File: config.mk
export PLATFORM = sky130hd
export DESIGN_NAME = pipeline_stall_ctrl
export DESIGN_NICKNAME = d
export VERILOG_FILES = /design/src/rtl/cpu_types_pkg.sv /design/src/rtl/pipeline_stall_ctrl_stall_prio_dec.sv /design/src/rtl/pipeline_stall_ctrl.sv
export SDC_FILE = /design/constraint.sdc
export NUM_CORES = 1
export LEC_CHECK = 0
export ABC_AREA = 1
export BUFFER_PORTS_ARGS = -buffer_cell sky130_fd_sc_hd__buf_4
export CAP_MARGIN = 30
export CORE_MARGIN = 2
export CORE_UTILIZATION = 25
export DETAILED_ROUTE_END_ITERATION = 10
export PLACE_DENSITY = 0.51
export SLEW_MARGIN = 20
export SYNTH_ARGS = -nofsm -noshare
export SYNTH_HDL_FRONTEND = slang
export SYNTH_HIERARCHICAL = 1
export SYNTH_SLANG_ARGS = --single-unit
File: constraint.sdc
create_clock -name CLK -period 2.1 [get_ports CLK]
set_input_delay 0.525 -clock CLK [delete_from_list [all_inputs] [get_ports CLK]]
set_output_delay 0.525 -clock CLK [all_outputs]
set_load 0.05 [all_outputs]
File: src/rtl/cpu_types_pkg.sv
// Shared types for the pipeline control slice.
//   pstate_t     - stall scheduler FSM state (RUN / DWAIT / HALTED)
//   stage_ctrl_t - per-stage register enables and bubble-load (flush) controls
//   ROW_*        - id of the priority row that decided the current cycle
package cpu_types_pkg;

  typedef enum logic [1:0] {
    RUN    = 2'd0,
    DWAIT  = 2'd1,
    HALTED = 2'd2
  } pstate_t;

  typedef struct packed {
    logic pc_en;
    logic ifid_en;
    logic idex_en;
    logic exmem_en;
    logic memwb_en;
    logic ifid_flush;
    logic idex_flush;
    logic exmem_flush;
    logic memwb_flush;
  } stage_ctrl_t;

  localparam logic [2:0] ROW_HALT    = 3'd1;
  localparam logic [2:0] ROW_DSTALL  = 3'd2;
  localparam logic [2:0] ROW_BR_OK   = 3'd3;
  localparam logic [2:0] ROW_BR_WAIT = 3'd4;
  localparam logic [2:0] ROW_LU      = 3'd5;
  localparam logic [2:0] ROW_IMISS   = 3'd6;
  localparam logic [2:0] ROW_RUN     = 3'd7;

endpackage

File: src/rtl/pipeline_stall_ctrl_stall_prio_dec.sv
// stall_prio_dec: purely combinational priority decoder for the stall/flush
// scheduler. Evaluates the decision rows top-down; the first match wins.
// Ports:
//   state      in  current scheduler state
//   halt_req   in  halt instruction in MEM/WB
//   dstall     in  dcache access in MEM not yet complete
//   fetch_ok   in  an instruction is available (icache hit or skid valid)
//   branch     in  taken branch/jump resolved in EX
//   lu_hazard  in  load-use hazard
//   ctrl       out stage enables / flushes
//   row        out id of the deciding row (ROW_* in cpu_types_pkg)
module stall_prio_dec
  import cpu_types_pkg::*;
(
  input  pstate_t     state,
  input  logic        halt_req,
  input  logic        dstall,
  input  logic        fetch_ok,
  input  logic        branch,
  input  logic        lu_hazard,
  output stage_ctrl_t ctrl,
  output logic [2:0]  row
);

  always_comb begin
    ctrl = '0;
    row  = ROW_RUN;
    if (state == HALTED || halt_req) begin
      row = ROW_HALT;
    end else if (dstall) begin
      // Freeze everything up to MEM; WB keeps draining with bubbles.
      row              = ROW_DSTALL;
      ctrl.memwb_en    = 1'b1;
      ctrl.memwb_flush = 1'b1;
    end else if (branch && fetch_ok) begin
      // Redirect: squash the two wrong-path instructions behind the branch.
      row             = ROW_BR_OK;
      ctrl.pc_en      = 1'b1;
      ctrl.ifid_en    = 1'b1;
      ctrl.idex_en    = 1'b1;
      ctrl.exmem_en   = 1'b1;
      ctrl.memwb_en   = 1'b1;
      ctrl.ifid_flush = 1'b1;
      ctrl.idex_flush = 1'b1;
    end else if (branch) begin
      // Branch must wait for the in-flight fetch; keep it in EX and let
      // a bubble advance into MEM so it is not executed twice.
      row              = ROW_BR_WAIT;
      ctrl.exmem_en    = 1'b1;
      ctrl.exmem_flush = 1'b1;
      ctrl.memwb_en    = 1'b1;
    end else if (lu_hazard) begin
      row             = ROW_LU;
      ctrl.idex_en    = 1'b1;
      ctrl.idex_flush = 1'b1;
      ctrl.exmem_en   = 1'b1;
      ctrl.memwb_en   = 1'b1;
    end else if (!fetch_ok) begin
      row             = ROW_IMISS;
      ctrl.ifid_en    = 1'b1;
      ctrl.ifid_flush = 1'b1;
      ctrl.idex_en    = 1'b1;
      ctrl.exmem_en   = 1'b1;
      ctrl.memwb_en   = 1'b1;
    end else begin
      ctrl.pc_en    = 1'b1;
      ctrl.ifid_en  = 1'b1;
      ctrl.idex_en  = 1'b1;
      ctrl.exmem_en = 1'b1;
      ctrl.memwb_en = 1'b1;
    end
  end

endmodule

File: src/rtl/pipeline_stall_ctrl.sv
// pipeline_stall_ctrl: central stall/flush scheduler for the 5-stage pipeline.
// Priority: halt > dcache wait > branch redirect > load-use > icache miss.
// A skid flag remembers an icache hit that arrived while IF/ID was frozen.
// Optional build macro STALL_CNT_EN adds saturating per-cause cycle counters
// (cnt_dstall, cnt_istall, cnt_lu, cnt_flush) and the CNT_W parameter.
// Ports:
//   CLK, RST                     clock, synchronous active-high reset
//   ihit, dhit                   icache / dcache completion
//   exmem_dren, exmem_dwen       load / store in EX/MEM
//   lu_hazard, ex_branch_taken   hazard unit and EX redirect
//   memwb_halt                   halt instruction in MEM/WB
//   *_en, *_flush                stage register enables and bubble loads
//   ifetch_hold, ifetch_use_skid skid register capture / select
//   hazard_detected, halted, dwait_err, state_o  status/debug
module pipeline_stall_ctrl
  import cpu_types_pkg::*;
#(
  parameter int DWAIT_MAX = 255
`ifdef STALL_CNT_EN
  ,
  parameter int CNT_W = 32
`endif
) (
  input  logic       CLK,
  input  logic       RST,
  input  logic       ihit,
  input  logic       dhit,
  input  logic       exmem_dren,
  input  logic       exmem_dwen,
  input  logic       lu_hazard,
  input  logic       ex_branch_taken,
  input  logic       memwb_halt,
  output logic       pc_en,
  output logic       ifid_en,
  output logic       idex_en,
  output logic       exmem_en,
  output logic       memwb_en,
  output logic       ifid_flush,
  output logic       idex_flush,
  output logic       exmem_flush,
  output logic       memwb_flush,
  output logic       ifetch_hold,
  output logic       ifetch_use_skid,
  output logic       hazard_detected,
  output logic       halted,
  output logic       dwait_err,
  output logic [1:0] state_o
`ifdef STALL_CNT_EN
  ,
  output logic [CNT_W-1:0] cnt_dstall,
  output logic [CNT_W-1:0] cnt_istall,
  output logic [CNT_W-1:0] cnt_lu,
  output logic [CNT_W-1:0] cnt_flush
`endif
);

  localparam int DCNT_W = (DWAIT_MAX < 1) ? 1 : $clog2(DWAIT_MAX + 1);
  localparam logic [DCNT_W-1:0] DWAIT_LIM = DCNT_W'(DWAIT_MAX);

  pstate_t           state_reg, state_next;
  logic              skid_v_reg, skid_v_next;
  logic [DCNT_W-1:0] dwait_cnt_reg, dwait_cnt_next;
  logic              dwait_err_reg, dwait_err_next;

  logic        dstall;
  logic        fetch_ok;
  stage_ctrl_t dec_ctrl;
  stage_ctrl_t ctrl;
  logic [2:0]  row;

  assign dstall   = (exmem_dren | exmem_dwen) & ~dhit;
  assign fetch_ok = ihit | skid_v_reg;

  stall_prio_dec u_dec (
    .state     (state_reg),
    .halt_req  (memwb_halt),
    .dstall    (dstall),
    .fetch_ok  (fetch_ok),
    .branch    (ex_branch_taken),
    .lu_hazard (lu_hazard),
    .ctrl      (dec_ctrl),
    .row       (row)
  );

  // A reset cycle forces every stage idle, overriding any stall in progress.
  assign ctrl = RST ? '0 : dec_ctrl;

  assign pc_en       = ctrl.pc_en;
  assign ifid_en     = ctrl.ifid_en;
  assign idex_en     = ctrl.idex_en;
  assign exmem_en    = ctrl.exmem_en;
  assign memwb_en    = ctrl.memwb_en;
  assign ifid_flush  = ctrl.ifid_flush;
  assign idex_flush  = ctrl.idex_flush;
  assign exmem_flush = ctrl.exmem_flush;
  assign memwb_flush = ctrl.memwb_flush;

  assign halted = ~RST & (row == ROW_HALT);

  assign hazard_detected = ~RST & (row != ROW_HALT) &
      (~&{ctrl.pc_en, ctrl.ifid_en, ctrl.idex_en, ctrl.exmem_en, ctrl.memwb_en} |
        |{ctrl.ifid_flush, ctrl.idex_flush, ctrl.exmem_flush, ctrl.memwb_flush});

  // Capture a returning instruction that IF/ID cannot accept this cycle.
  assign ifetch_hold     = ~RST & ihit & ~skid_v_reg & ~ctrl.ifid_en;
  assign ifetch_use_skid = skid_v_reg;

  assign dwait_err = dwait_err_reg;
  assign state_o   = state_reg;

  always_comb begin
    state_next     = RUN;
    dwait_cnt_next = '0;
    dwait_err_next = dwait_err_reg;
    skid_v_next    = skid_v_reg;

    if (row == ROW_HALT) begin
      state_next = HALTED;
    end else if (row == ROW_DSTALL) begin
      state_next = DWAIT;
      if (dwait_cnt_reg == DWAIT_LIM) begin
        dwait_cnt_next = DWAIT_LIM;
        dwait_err_next = 1'b1;
      end else begin
        dwait_cnt_next = dwait_cnt_reg + 1'b1;
      end
    end

    // Skid is consumed by a real IF/ID load and discarded on a redirect.
    if (row == ROW_BR_OK) begin
      skid_v_next = 1'b0;
    end else if (ctrl.ifid_en && !ctrl.ifid_flush) begin
      skid_v_next = 1'b0;
    end else if (ifetch_hold) begin
      skid_v_next = 1'b1;
    end
  end

  always_ff @(posedge CLK) begin
    if (RST) begin
      state_reg     <= RUN;
      skid_v_reg    <= 1'b0;
      dwait_cnt_reg <= '0;
      dwait_err_reg <= 1'b0;
    end else begin
      state_reg     <= state_next;
      skid_v_reg    <= skid_v_next;
      dwait_cnt_reg <= dwait_cnt_next;
      dwait_err_reg <= dwait_err_next;
    end
  end

`ifdef STALL_CNT_EN
  // Counter order: 0 dstall, 1 istall (branch wait or icache miss), 2 lu, 3 flush.
  logic [3:0] cnt_hit;
  assign cnt_hit = {row == ROW_BR_OK,
                    row == ROW_LU,
                    (row == ROW_BR_WAIT) || (row == ROW_IMISS),
                    row == ROW_DSTALL};

  genvar gi;
  generate
    for (gi = 0; gi < 4; gi++) begin : g_cnt
      logic [CNT_W-1:0] cnt_reg;
      always_ff @(posedge CLK) begin
        if (RST) begin
          cnt_reg <= '0;
        end else if (cnt_hit[gi] && !(&cnt_reg)) begin
          cnt_reg <= cnt_reg + 1'b1;
        end
      end
    end
  endgenerate

  assign cnt_dstall = g_cnt[0].cnt_reg;
  assign cnt_istall = g_cnt[1].cnt_reg;
  assign cnt_lu     = g_cnt[2].cnt_reg;
  assign cnt_flush  = g_cnt[3].cnt_reg;
`endif

endmodule

## Yosys cells after proc, flatten, opt, wreduce, memory -nomap -nowiden

Cells that the tools add are included.

| word-level totals | value |
|---|---|
| output and inout port bits | 16 |
| bits in registers | 12 |

| operators by class | value |
|---|---|
| add/subtract/negate cells | 1 |
| reduce and logical (&&, ||, !) cells | 11 |
| bitwise gates (word level) | 16 |
| muxes and demuxes | 25 |
| equality and inequality tests | 6 |

Operators with widths:

| cell | number |
|---|---|
| $mux 3 | 7 |
| $mux 9 | 2 |
| $mux 1 | 10 |
| $add 8x1->8 const B | 1 |
| $eq 8x8->1 const B | 1 |
| $mux 8 | 1 |
| $and 1x1->1 | 7 |
| $mux 7 | 1 |
| $eq 3x2->1 const B | 2 |
| $mux 2 | 3 |
| $not 1->1 | 6 |
| $reduce_or 3->1 | 2 |
| $reduce_and 5->1 | 1 |
| $mux 4 | 1 |
| $reduce_or 4->1 | 1 |
| $eq 3x1->1 const B | 1 |
| $ne 3x1->1 const B | 1 |
| $or 1x1->1 | 3 |
| $reduce_and 3->1 | 1 |
| $eq 2x2->1 const B | 1 |
| $logic_and 1x1->1 | 2 |
| $logic_not 1->1 | 2 |
| $reduce_or 2->1 | 1 |
| $logic_or 1x1->1 | 1 |

## Longest topological paths before layout

| logic depth | value |
|---|---|
| depth in word-level cells | 12 |
| gate-level depth with buffers | 10 |
| depth with buffers taken out | 10 |

## Modules after synthesis

The synthesis kept the hierarchy.

Modules (own cells, without submodules):

| module | times used | cells each | area each (sq um) | sequential area each (sq um) |
|---|---|---|---|---|
| pipeline_stall_ctrl | 1 | 102 | 668.1 | 240.2 |
| stall_prio_dec | 1 | 37 | 161.4 | 0.0 |

## Worst setup path after synthesis

No wires, ideal clock.

| timing path | value |
|---|---|
| path kind | register -> output |
| start | reg skid_v_reg, in the netlist ifetch_use_skid |
| end | out hazard_detected |
| cell stages (with the launch flop) | 10 |
| path slack | -0.565 ns |
| arrival | 2.140 ns |
| cells stage by stage | dfxtp_1 or2_1 nand2_1 nand3_1 nand2_1 inv_1 inv_1 nand3_1 nand2_1 a21oi_1 |

| between the ends | value |
|---|---|
| elaborated cells between the ends (all ways) | 27 |
| those cells by class | 1 x eq/ne; 18 x mux; 4 x bitwise; 4 x reduce/logical |

RTL lines:

| item | RTL line | source |
|---|---|---|
| from (decl) | pipeline_stall_ctrl.sv:61 | `logic skid_v_reg, skid_v_next;` |
| from (signal assigned) | pipeline_stall_ctrl.sv:147 | `skid_v_reg <= skid_v_next;` |
| $or 1x1->1 | pipeline_stall_ctrl.sv:72 | `assign fetch_ok = ihit \| skid_v_reg;` |
| net fetch_ok | pipeline_stall_ctrl.sv:66 | `logic fetch_ok;` |
| $logic_and 1x1->1 | pipeline_stall_ctrl_stall_prio_dec.sv:35 | `end else if (branch && fetch_ok) begin` |
| $mux 3 | pipeline_stall_ctrl_stall_prio_dec.sv:35 |  |
| $mux 3 | pipeline_stall_ctrl_stall_prio_dec.sv:30 | `end else if (dstall) begin` |
| $mux 3 | pipeline_stall_ctrl_stall_prio_dec.sv:28 | `if (state == HALTED \|\| halt_req) begin` |
| net row[1] | pipeline_stall_ctrl.sv:69 | `logic [2:0] row;` |
| $ne 3x1->1 | pipeline_stall_ctrl.sv:100 | `assign hazard_detected = ~RST & (row != ROW_HALT) &` |
| $and 1x1->1 (2 in series) | pipeline_stall_ctrl.sv:100 |  |
| to (decl) | pipeline_stall_ctrl.sv:44 | `output logic hazard_detected,` |

The timed path passes the listed nets, and every way through them passes these cells.

==> out/qor.yml <==
synth_cell_types: 23
report.final.slew_viol_count: 0
fmaxAchievable_ghz: 0.443
dpl.hpwl_microns: 1750
grt_first_pass_wirelength_microns: 4050
synth-compound-area-share_pct: 5.58
rows: 20
ir_drop_mv: 0.317
fin_crit_ps: 2260
power.switching_uw: 274
power_leakage_uw: 0.000822
cts.sinks: 12
grt_max_degree: 11
synth_top_area_cell: "dfxtp_1"
dp_cells: 224
yosys_warnings: 6
r2r_setup_slack_ps: 40
dieArea_sq_mm: 0.00380
synth_top_family_by_area: "simple AND/OR/NAND/NOR gates"
hp-class: "flip-flop to flip-flop"
hold_depth: 2
drive_gt1_share_pct: 64.5
hold_violations: 0
tightest_slew_ps: 194
pre_cts_slack_ps: -254
cp-end-kind: "output port"
layout.nets: 222
tritoncts: "built"
clockRootBuffer: "clkbuf_4"
violations: "setup timing"
netlist.area_leader.share_pct: 29.0
muxShareOfSynthArea_pct: 0
grt_setup_unrepaired: "yes"
largest_reg_flops: 8
path_class: "input pin to output port"
critPathRequiredTime_ps: 1570
min_to: "dwait_err$_SDFFE_PP0P_"
fin_total_pwr_uw: 780
clk_path_buf_depth: 2
antenna_found_initial: 0
grt_usage_pct: 14.6
cp_top_family: "simple AND/OR/NAND/NOR gates"
cts_buffers: 3
power_frac_seq_pct: 30.1
syn_nets: 149
r2r_cells: 15
dieHeight_microns: 61.6
synth_area_leaders: "dfxtp_1 29%, nand2_1 14%, nor2_1 14%"
setup_tns_ps: -620
design.core.area_sq_mm: 0.00310
portBuffers: 24
synth-xor-area-share_pct: 2.11
synth-simple-area-share_pct: 48.7
cp_cell_sequence: "buf_6 -> or2_4 -> o21ai_2 -> nand2_2 -> nor2_2 -> nand2_1 -> nand3_1 -> nor2_2 -> a21oi_4 -> buf_6"
worstPathArrival_ps: 1730
start_util_pct: 26.7
routedWlPerCell_microns: 10.6
setup_ws_ps: -159
vias: 1117
fin_crit_sh_pct: 108
wl_microns: 2690
synth_adder_area_share_pct: 1.51
critPathBufInv: 2
drt_iter0_drc: 31
grt_pass1_vias: 986
ys_ff_latch: 12
drv_cap: 0
clock_latency_ps: 280
crit_fanout: 4
pwr-share-clk_pct: 23.3
fin_cells: 255
timing.rr.end: "ifetch_use_skid$_SDFFE_PP0P_"
yosysSeqAreaShare_pct: 29.0
drc_errors: 0
path_clk_slew_ps: 70
avgSynthCellArea_sq_um: 5.97
p_per_area_mw_per_mm2: 458
overflow: 0
io_pins: 25
area_delta_synth_final_pct: 105
routed_via_density: 4.38
place.gp.congestion: 0.810
fp.dieW_microns: 61.6
ant_nets: 0
final.setup_skew_ps: 2.63
rr_startpoint: "ifetch_use_skid$_SDFFE_PP0P_"
setup_viol_count_final: 9
combPwrFrac_pct: 46.6
critPathMaxStageDelay_ps: 280
antenna-diode-count: 0
syn_inst: 139
htree_num_levels: 1
ctsHoldBuffers: 0
first_pass_iters: 5
maxSlewHeadroom_pct: 86.9
outcome: "complete, but fails checks"
crit_cells: 10
crit_slowest_cell: "or2_4"
internal_power_uw: 506
p_sw_share_pct: 35.1
crit_path_start_kind: "input pin"
min-delay-start: "dwait_err$_SDFFE_PP0P_"
syn-cell-area_sq_um: 830
==> cells in the final DEF (no fill, tap or decap), types with 2 or more instances in the layout <==
cell | netlist | layout
buf_4 | 0 | 51
nand2_1 | 32 | 25
nor2_2 | 4 | 16
inv_1 | 23 | 13
buf_6 | 0 | 13
inv_2 | 4 | 12
nor2_1 | 30 | 12
dfxtp_1 | 12 | 10
nand2_2 | 4 | 8
nor2_4 | 0 | 6
buf_8 | 0 | 5
nand3_2 | 1 | 4
nand3_1 | 8 | 4
a21oi_1 | 4 | 3
clkbuf_4 | 0 | 3
nand2_4 | 0 | 3
nor3_2 | 1 | 2
o21ai_2 | 0 | 2
inv_4 | 0 | 2
nand3_4 | 1 | 2
xnor2_1 | 2 | 2
dfxtp_2 | 0 | 2
==> power by group through the flow <==
stage | Combinational (uW) | Sequential, uW | Clock, uW
floorplan | 128 | 256 | 0
global placement | 234 | 240 | 0
detailed placement | 235 | 240 | 0
CTS | 315 | 235 | 189
global route | 384 | 236 | 202
finish | 363 | 235 | 182
==> cells in the mapped netlist <==
cell / instances
a21oi_1: 4
a31oi_1: 1
and3_1: 1
clkbuf_1: 1
clkinv_1: 1
dfxtp_1: 12
ha_1: 1
inv_1: 23
inv_2: 4
nand2_1: 32
nand2_2: 4
nand3_1: 8
nand3_2: 1
nand3_4: 1
nand4_4: 1
nor2_1: 30
nor2_2: 4
nor3_1: 2
nor3_2: 1
o21ai_0: 3
o21ai_1: 1
or2_1: 1
xnor2_1: 2
==> stage by stage <==
step                hold slack, ps  utilization [%]  instance area (sq um)
floorplan                      461                -                    872
finish                         462             54.8                   1700
CTS                            470             49.8                   1540
detailed placement             456             39.9                   1240
global placement               449             39.9                   1240
global route                   508             54.8                   1700
==> worst max path at each step <==
stage / startpoint / endpoint
after floorplan: state_o[0]$_SDFF_PP0_ / hazard_detected
final: ihit / hazard_detected
after CTS: ifetch_use_skid$_SDFFE_PP0P_ / hazard_detected
after detailed placement: ihit / hazard_detected
after global placement: exmem_dwen / hazard_detected
after global routing: ihit / hazard_detected
==> tightest hold or removal path, cell delays in order (launching register included) <==
cell and delay [ps]:
dfxtp_1 310, nand2_1 60, nand2_1 40
==> what timing repair did <==
item | in CTS | in global routing
pin swaps | 8 | 12
resized for setup | 36 | 36
setup buffers | 22 | 5
endpoints found under the setup margin | 10 | 16
==> routing by layer <==
metal | GRT usage [%] | wire length [microns]
met4 | 8.21 | 68
met3 | 2.10 | 123
met2 | 27.5 | 1530
met1 | 15.2 | 970
met5 | 0 | 0
==> kinds of logic after synthesis <==
logic type      after synthesis
buf+inv                      29
compound gates                9
flops                        12
simple gates                 86
fa+ha+maj                     1
xor+xnor                      2
==> area by class of cell <==
cell class,instances,area (sq um)
Timing Repair Buffer,69,604
Sequential cell,12,243
Tap cell,44,55.1
Fill cell,309,1400
Multi-Input combinational cell,98,653
Inverter,28,110
Clock buffer,4,36.3
Note: power is estimated with default switching activity, not from simulation.
